[src/rtl/id_ex_stage.sv]
// ID/EX pipeline register. Captures decoded fields and bypassed register-file
// operands for EX. Inserts a bubble on load-use hazards and on branch flush,
// and freezes under downstream hold. While frozen, operands that are being
// written back are refreshed so they are not stale when EX proceeds.
module id_ex_stage #(
    parameter int XLEN   = 32,
    parameter int CTRL_W = 16
) (
    input  logic              clk,
    input  logic              rst,
    input  logic              id_valid,
    input  logic [XLEN-1:0]   id_pc,
    input  logic [4:0]        id_rs1_addr,
    input  logic [4:0]        id_rs2_addr,
    input  logic [4:0]        id_rd_addr,
    input  logic              id_uses_rs1,
    input  logic              id_uses_rs2,
    input  logic              id_reg_write,
    input  logic              id_is_load,
    input  logic [XLEN-1:0]   id_imm,
    input  logic [CTRL_W-1:0] id_ctrl,
    input  logic [XLEN-1:0]   rf_data_rs1,
    input  logic [XLEN-1:0]   rf_data_rs2,
    input  logic              wb_write_enable,
    input  logic [4:0]        wb_addr_rd,
    input  logic [XLEN-1:0]   wb_data_rd,
    input  logic              ex_flush,
    input  logic              ex_hold,
    output logic              stall_id,
    output logic              ex_valid,
    output logic [XLEN-1:0]   ex_pc,
    output logic [4:0]        ex_rs1_addr,
    output logic [4:0]        ex_rs2_addr,
    output logic [4:0]        ex_rd_addr,
    output logic              ex_reg_write,
    output logic              ex_is_load,
    output logic [XLEN-1:0]   ex_imm,
    output logic [CTRL_W-1:0] ex_ctrl,
    output logic [XLEN-1:0]   ex_rs1_data,
    output logic [XLEN-1:0]   ex_rs2_data
);

    typedef struct packed {
        logic              valid;
        logic [XLEN-1:0]   pc;
        logic [4:0]        rs1_addr;
        logic [4:0]        rs2_addr;
        logic [4:0]        rd_addr;
        logic              reg_write;
        logic              is_load;
        logic [XLEN-1:0]   imm;
        logic [CTRL_W-1:0] ctrl;
        logic [XLEN-1:0]   rs1_data;
        logic [XLEN-1:0]   rs2_data;
    } ex_reg_t;

    ex_reg_t ex_q;
    ex_reg_t ex_d;
    logic    load_use;

    // x0 reads as zero; a same-edge writeback beats the (old) register-file value.
    function automatic logic [XLEN-1:0] sel_operand(input logic [4:0]      addr,
                                                    input logic [XLEN-1:0] rf_data);
        logic [XLEN-1:0] value;
        if (addr == 5'd0)
            value = '0;
        else if (wb_write_enable && (wb_addr_rd == addr))
            value = wb_data_rd;
        else
            value = rf_data;
        return value;
    endfunction

    // Hazard detection and stall from current EX state and ID inputs only.
    always_comb begin
        // NOTE: every combinationally assigned signal gets a default first so no latch is inferred.
        load_use = 1'b0;
        stall_id = 1'b0;
        if (ex_q.valid && ex_q.is_load && ex_q.reg_write &&
            (ex_q.rd_addr != 5'd0) && id_valid &&
            ((id_uses_rs1 && (id_rs1_addr == ex_q.rd_addr)) ||
             (id_uses_rs2 && (id_rs2_addr == ex_q.rd_addr))))
            load_use = 1'b1;

        if (rst)
            stall_id = 1'b0;
        else if (ex_hold)
            stall_id = 1'b1;
        else if (ex_flush)
            stall_id = 1'b0;
        else
            stall_id = load_use;
    end

    // Next EX contents: hold (with operand refresh), bubble, or load from ID.
    always_comb begin
        ex_d = ex_q;
        if (ex_hold) begin
            if ((ex_q.rs1_addr != 5'd0) && wb_write_enable && (wb_addr_rd == ex_q.rs1_addr))
                ex_d.rs1_data = wb_data_rd;
            if ((ex_q.rs2_addr != 5'd0) && wb_write_enable && (wb_addr_rd == ex_q.rs2_addr))
                ex_d.rs2_data = wb_data_rd;
        end else if (ex_flush || load_use) begin
            ex_d = '0;
        end else begin
            ex_d.valid     = id_valid;
            ex_d.pc        = id_pc;
            ex_d.rs1_addr  = id_rs1_addr;
            ex_d.rs2_addr  = id_rs2_addr;
            ex_d.rd_addr   = id_rd_addr;
            ex_d.reg_write = id_valid && id_reg_write;
            ex_d.is_load   = id_valid && id_is_load;
            ex_d.imm       = id_imm;
            ex_d.ctrl      = id_ctrl;
            ex_d.rs1_data  = sel_operand(id_rs1_addr, rf_data_rs1);
            ex_d.rs2_data  = sel_operand(id_rs2_addr, rf_data_rs2);
        end
    end

    // EX register with synchronous reset.
    always_ff @(posedge clk) begin
        // NOTE: sequential state uses non-blocking assignments so all registers update together.
        if (rst)
            ex_q <= '0;
        else
            ex_q <= ex_d;
    end

    assign ex_valid     = ex_q.valid;
    assign ex_pc        = ex_q.pc;
    assign ex_rs1_addr  = ex_q.rs1_addr;
    assign ex_rs2_addr  = ex_q.rs2_addr;
    assign ex_rd_addr   = ex_q.rd_addr;
    assign ex_reg_write = ex_q.reg_write;
    assign ex_is_load   = ex_q.is_load;
    assign ex_imm       = ex_q.imm;
    assign ex_ctrl      = ex_q.ctrl;
    assign ex_rs1_data  = ex_q.rs1_data;
    assign ex_rs2_data  = ex_q.rs2_data;

endmodule

[config.mk]
export PLATFORM = sky130hd
export DESIGN_NAME = id_ex_stage
export DESIGN_NICKNAME = d
export VERILOG_FILES = /design/src/rtl/id_ex_stage.sv
export SDC_FILE = /design/constraint.sdc
export NUM_CORES = 1
export LEC_CHECK = 0
export BUFFER_PORTS_ARGS = -buffer_cell sky130_fd_sc_hd__buf_2
export CAP_MARGIN = 40
export CORE_AREA = 2 2 142 144
export CTS_CLUSTER_DIAMETER = 150
export DETAILED_ROUTE_END_ITERATION = 8
export DIE_AREA = 0 0 144 146
export PLACE_DENSITY = 0.66
export RECOVER_POWER = 100
export SKIP_CTS_REPAIR_TIMING = 1
export SLEW_MARGIN = 0
export SYNTH_ARGS = -nofsm -noshare
export SYNTH_HDL_FRONTEND = slang
export SYNTH_SLANG_ARGS = --single-unit
[constraint.sdc]
create_clock -name clk -period 2.7 [get_ports clk]
set_clock_uncertainty 0.2 [all_clocks]
set_input_delay 0.135 -clock clk [delete_from_list [all_inputs] [get_ports clk]]
set_output_delay 0.135 -clock clk [all_outputs]
set_load 0.01 [all_outputs]
# After elaboration in Yosys (flattened, before gate mapping)
# Cells that the tools add are included.
[classes]
n_eq_ne = 8
muxes = 12
n_reduce_logical = 22
[ops]
columns = ["cell", "n"]
rows = [
  ["32-bit two-way mux", 6],
  ["162-bit two-way mux", 1],
  ["64-bit two-way mux", 1],
  ["5-bit equality test", 6],
  ["1-bit logical AND", 15],
  ["5-bit nonzero test", 3],
  ["5-bit zero test", 2],
  ["1-bit two-way mux", 4],
  ["2-bit by 1-bit != test with 1-bit output (second input constant)", 2],
  ["1-bit logical OR", 2],
]
[totals]
reg_bits = 162
inputBits = 206

# Depth between registers and ports, before layout
[depth]
ltp_word = 9
depth_mapped = 8
ltp_nobuf = 6

# Least setup slack after synthesis
# Ideal clock, no wire load.
[synth_timing]
kind = "register to register"
startpoint = "register ex_q, in the netlist ex_rd_addr[1]"
endpoint = "register ex_q, in the netlist ex_rs1_data[10]"
setup_time_ns = 0.074
arrival_ns = 1.743
required_ns = 2.426
slack_ns = 0.682
stages_incl_launch_ff = 9
n_path_buf = 2
period_less_slack_ns = 2.018
cell_sequence = "dfxtp_1 > xnor2_1 > nand4_1 > o22ai_1 > a211o_1 > buf_6 > buf_6 > o311a_1 > nor3_2"
[synth_between]
elab_chain_cells = 8
[synth_rtl]
columns = ["item", "line", "rtl"]
rows = [
  ["start, declared", "57", "ex_reg_t ex_q;"],
  ["start signal, assigned", "124", "ex_q <= '0;"],
  ["start signal, assigned", "126", "ex_q <= ex_d;"],
  ["5-bit equality test, or another cell as far along", "81", "((id_uses_rs1 && (id_rs1_addr == ex_q.rd_addr)) ||"],
  ["1-bit logical AND, on equally long branches", "81, 79, 82", ""],
  ["1-bit logical OR or 1-bit logical AND (tied branches)", "81, 80", ""],
  ["1-bit logical AND (*)", "80", "(ex_q.rd_addr != 5'd0) && id_valid &&"],
  ["1-bit two-way mux (*)", "79", "if (ex_q.valid && ex_q.is_load && ex_q.reg_write &&"],
  ["1-bit logical OR (*)", "103", "end else if (ex_flush || load_use) begin"],
  ["162-bit two-way mux (*)", "103", ""],
  ["64-bit two-way mux (*)", "98", "if (ex_hold) begin"],
]
# Every way passes the cells marked *; elsewhere a longest branch is shown, timed or not.
# A chain may end at the register's enable or synchronous reset.

# Final worst setup path
[layout_timing]
startpoint = "input id_rs1_addr[2]"
endpoint = "register ex_q, in the netlist ex_rs1_data[24]"
[layout_between]
elab_chain_cells = 8
[layout_rtl]
columns = ["item", "line", "rtl"]
rows = [
  ["start, declared", "13", "input logic [4:0] id_rs1_addr,"],
  ["5-bit equality test", "81", ""],
  ["1-bit logical AND", "81", ""],
  ["1-bit logical OR", "81", ""],
  ["1-bit logical AND", "80", ""],
  ["1-bit two-way mux", "79", ""],
  ["1-bit logical OR", "103", ""],
  ["162-bit two-way mux (*)", "103", ""],
  ["64-bit two-way mux (*)", "98", ""],
]
# Marked as above.

==> reports/metrics.csv <==
stage,metric,value,unit
timing,grt_setup_unrepaired,false,
critical_path,end_kind,flip-flop,
timing,final-hold-violation-count,16,
finish,layout_common_cells,"buf_2, dlygate4sd3_1, nor2_1",
routing,viasPerCell,5.24,
critical_path,crit_arrival,2.69,ns
timing,finalCritPeriodShare,94.1,%
routing,drt_iter0_markers,424,
routing,drt_first_pass_iters,5,
timing,fin_crit,2.54,ns
floorplanning,ioPinCount,369,
timing,drv_slew,0,
logic_synthesis,syn_nets,991,
global_route,grt_usage,23.7,%
timing,tns,0,ns
logic_synthesis,synth_area_leader_cell,dfxtp_1,
global_route,antenna_found_initial,1,
logic_synthesis,yosysSeqAreaShare,43.6,%
flow_run,cap_violations,0,
floorplanning,core.rowCount,51,
routing,drc,0,
routing,vias,8161,
critical_path,startpoint_type,input port,
floorplanning,dieArea,0.0210,mm^2
logic_synthesis,ys_ff_latch,162,
timing,fmax,0.394,GHz
clocking,insertion_delay,0.42,ns
finish,antennaDiodeCount,0,
floorplanning,die_y,146,um
clocking,cts_buffers,17,
logic_synthesis,ys_types,27,
pwr,total_leakage_power,0.00460,uW
finish,area_growth,53.2,%
timing,setup_violations,0,
global_route,grt_pass1_wl,39.0,mm
floorplanning,start_util,38.5,%
clocking,cts_root_buffer,clkbuf_16,
logic_synthesis,synth.top_cell.area_share,43.6,%
status,status,finished with violations,
floorplanning,core_area,0.0193,mm^2
pwr,ir_worst_vdd,418,uV
clocking,clock_sinks,162,
clocking,cts-htree-levels,4,
timing,max_slew_margin,44.0,%
timing,worst_pin_slew,0.840,ns
routing,wl,28.8,mm
critical_path,worstPathRequired,2.85,ns
global_route,gr-total-overflow,0,
clocking,clk_path_buf_depth,2,
status,violations,negative hold slack,
logic_synthesis,yosys_warnings,0,
critical_path,path_class,in2reg,
place,dp_hpwl,18.4,mm
place,io_buffers,368,
clocking,clk_pin_slew,0.08,ns
finish,num-nets-final,1485,
logic_synthesis,synth_cells,785,
place,routabilityCongestion,0.849,
min_path,hold_class,in2reg,
logic_synthesis,synth_area,0.00744,mm^2
logic_synthesis,synthTopCellsByArea,"dfxtp_1, a22oi_1, mux2i_1",
finish,final_common_cell,buf_2,
critical_path,worstPathMaxFanout,32,
finish,multi_input_area,0.00366,mm^2
pwr,design_power_total,6260,uW
pwr,p_per_area,549,mW/mm^2
finish,finish.utilization,58.9,%
finish,seqCellArea,0.00324,mm^2
routing,antenna_left,0,
global_route,grt_max_degree,74,
logic_synthesis,synth.avg_cell_area,9.47,um^2
finish,fillerInstances,1705,
clocking,cts_tree,yes,
finish,drive_gt1_share,22.1,%
timing,holdWs,-0.0429,ns
global_route,first_global_vias,7141,
routing,wl_per_cell,18.5,um
floorplanning,chipWidth,144,um
routing by layer:
| metal | routed length, um | track usage, % |
|---|---|---|
| met3 | 2030 | 7.11 |
| met4 | 736 | 7.65 |
| met5 | 13 | 0 |
| met2 | 14500 | 40.4 |
| met1 | 11500 | 28.5 |
area by class of cell:
class	count	share of cell area, %
Multi-Input combinational cell	545	32.1
Timing Repair Buffer	552	30.9
Sequential cell	162	28.5
Clock buffer	17	3.74
Tap cell	265	2.91
Clock inverter	15	1.80
Inverter	1	0.0330
state kept, by name, summed over array words and instances, names as in the netlist, 5 cells and up:
name and cells:
ex_imm 32, ex_rd_addr 5, ex_rs2_data 32, ex_rs1_data 32, ex_rs1_addr 5, ex_ctrl 16, ex_rs2_addr 5, ex_pc 32
cells in the mapped netlist:
cell type	number
a211o_1	1
a211oi_2	1
a21oi_1	3
a22oi_1	96
a31oi_1	1
a32oi_1	2
and3_1	2
buf_2	4
buf_4	7
buf_6	8
clkbuf_1	58
dfxtp_1	162
inv_1	1
mux2i_1	64
nand2_1	34
nand3_1	2
nand4_1	3
nor2_1	166
nor3_1	9
nor3_2	60
nor4_1	4
o21ai_2	2
o22ai_1	1
o311a_1	64
or4_1	2
xnor2_1	14
xor2_1	14
cells by family after synthesis:
kind of cell,Yosys count,synth area share [%]
multiplexers,64,8.62
buffers and inverters,78,5.17
AND/OR/NAND/NOR,282,19.9
XOR/XNOR,28,3.30
flip-flops,162,43.6
AO/OA/AOI/OAI,171,19.4
stage by stage:
step                      setup WS (ns)  instance area [um^2]  cells  hold WS, ns
after floorplan                   0.682                  7440    785       0.0791
after global placement            0.438                  9490   1357        0.163
after detailed placement          0.415                  9490   1357        0.174
after CTS                         0.404                 10100   1389       -0.287
after global routing            0.00726                 11400   1557      -0.0226
final                             0.159                 11400   1557      -0.0429
power by group:
group	total (uW)	internal (uW)	leakage, uW	switching, uW
Combinational	1110	540	0.00296	569
Clock	2560	1350	0.000306	1200
Sequential	2590	2510	0.00133	80.1
Total	6260	4410	0.00460	1850
worst max-delay path, stage by stage:
cell	delay, ns
dlygate4sd3_1	0.54
clkbuf_2	0.16
xor2_1	0.15
nor4_1	0.27
and3_2	0.21
clkbuf_4	0.57
mux2i_1	0.19
o311a_1	0.32
nor3_1	0.13
final timing paths:
kind                                      from               to  slack [ns]  cells after the start
worst min-delay path            rf_data_rs2[0]   ex_rs2_data[0]       -0.04                      4
worst max register to register   ex_rd_addr[0]         ex_valid        0.17                      8
worst min register to register  ex_rs2_data[1]   ex_rs2_data[1]        0.30                      2
worst max-delay path            id_rs1_addr[2]  ex_rs1_data[24]        0.16                      9
Note: power is estimated with default switching activity, not from simulation.
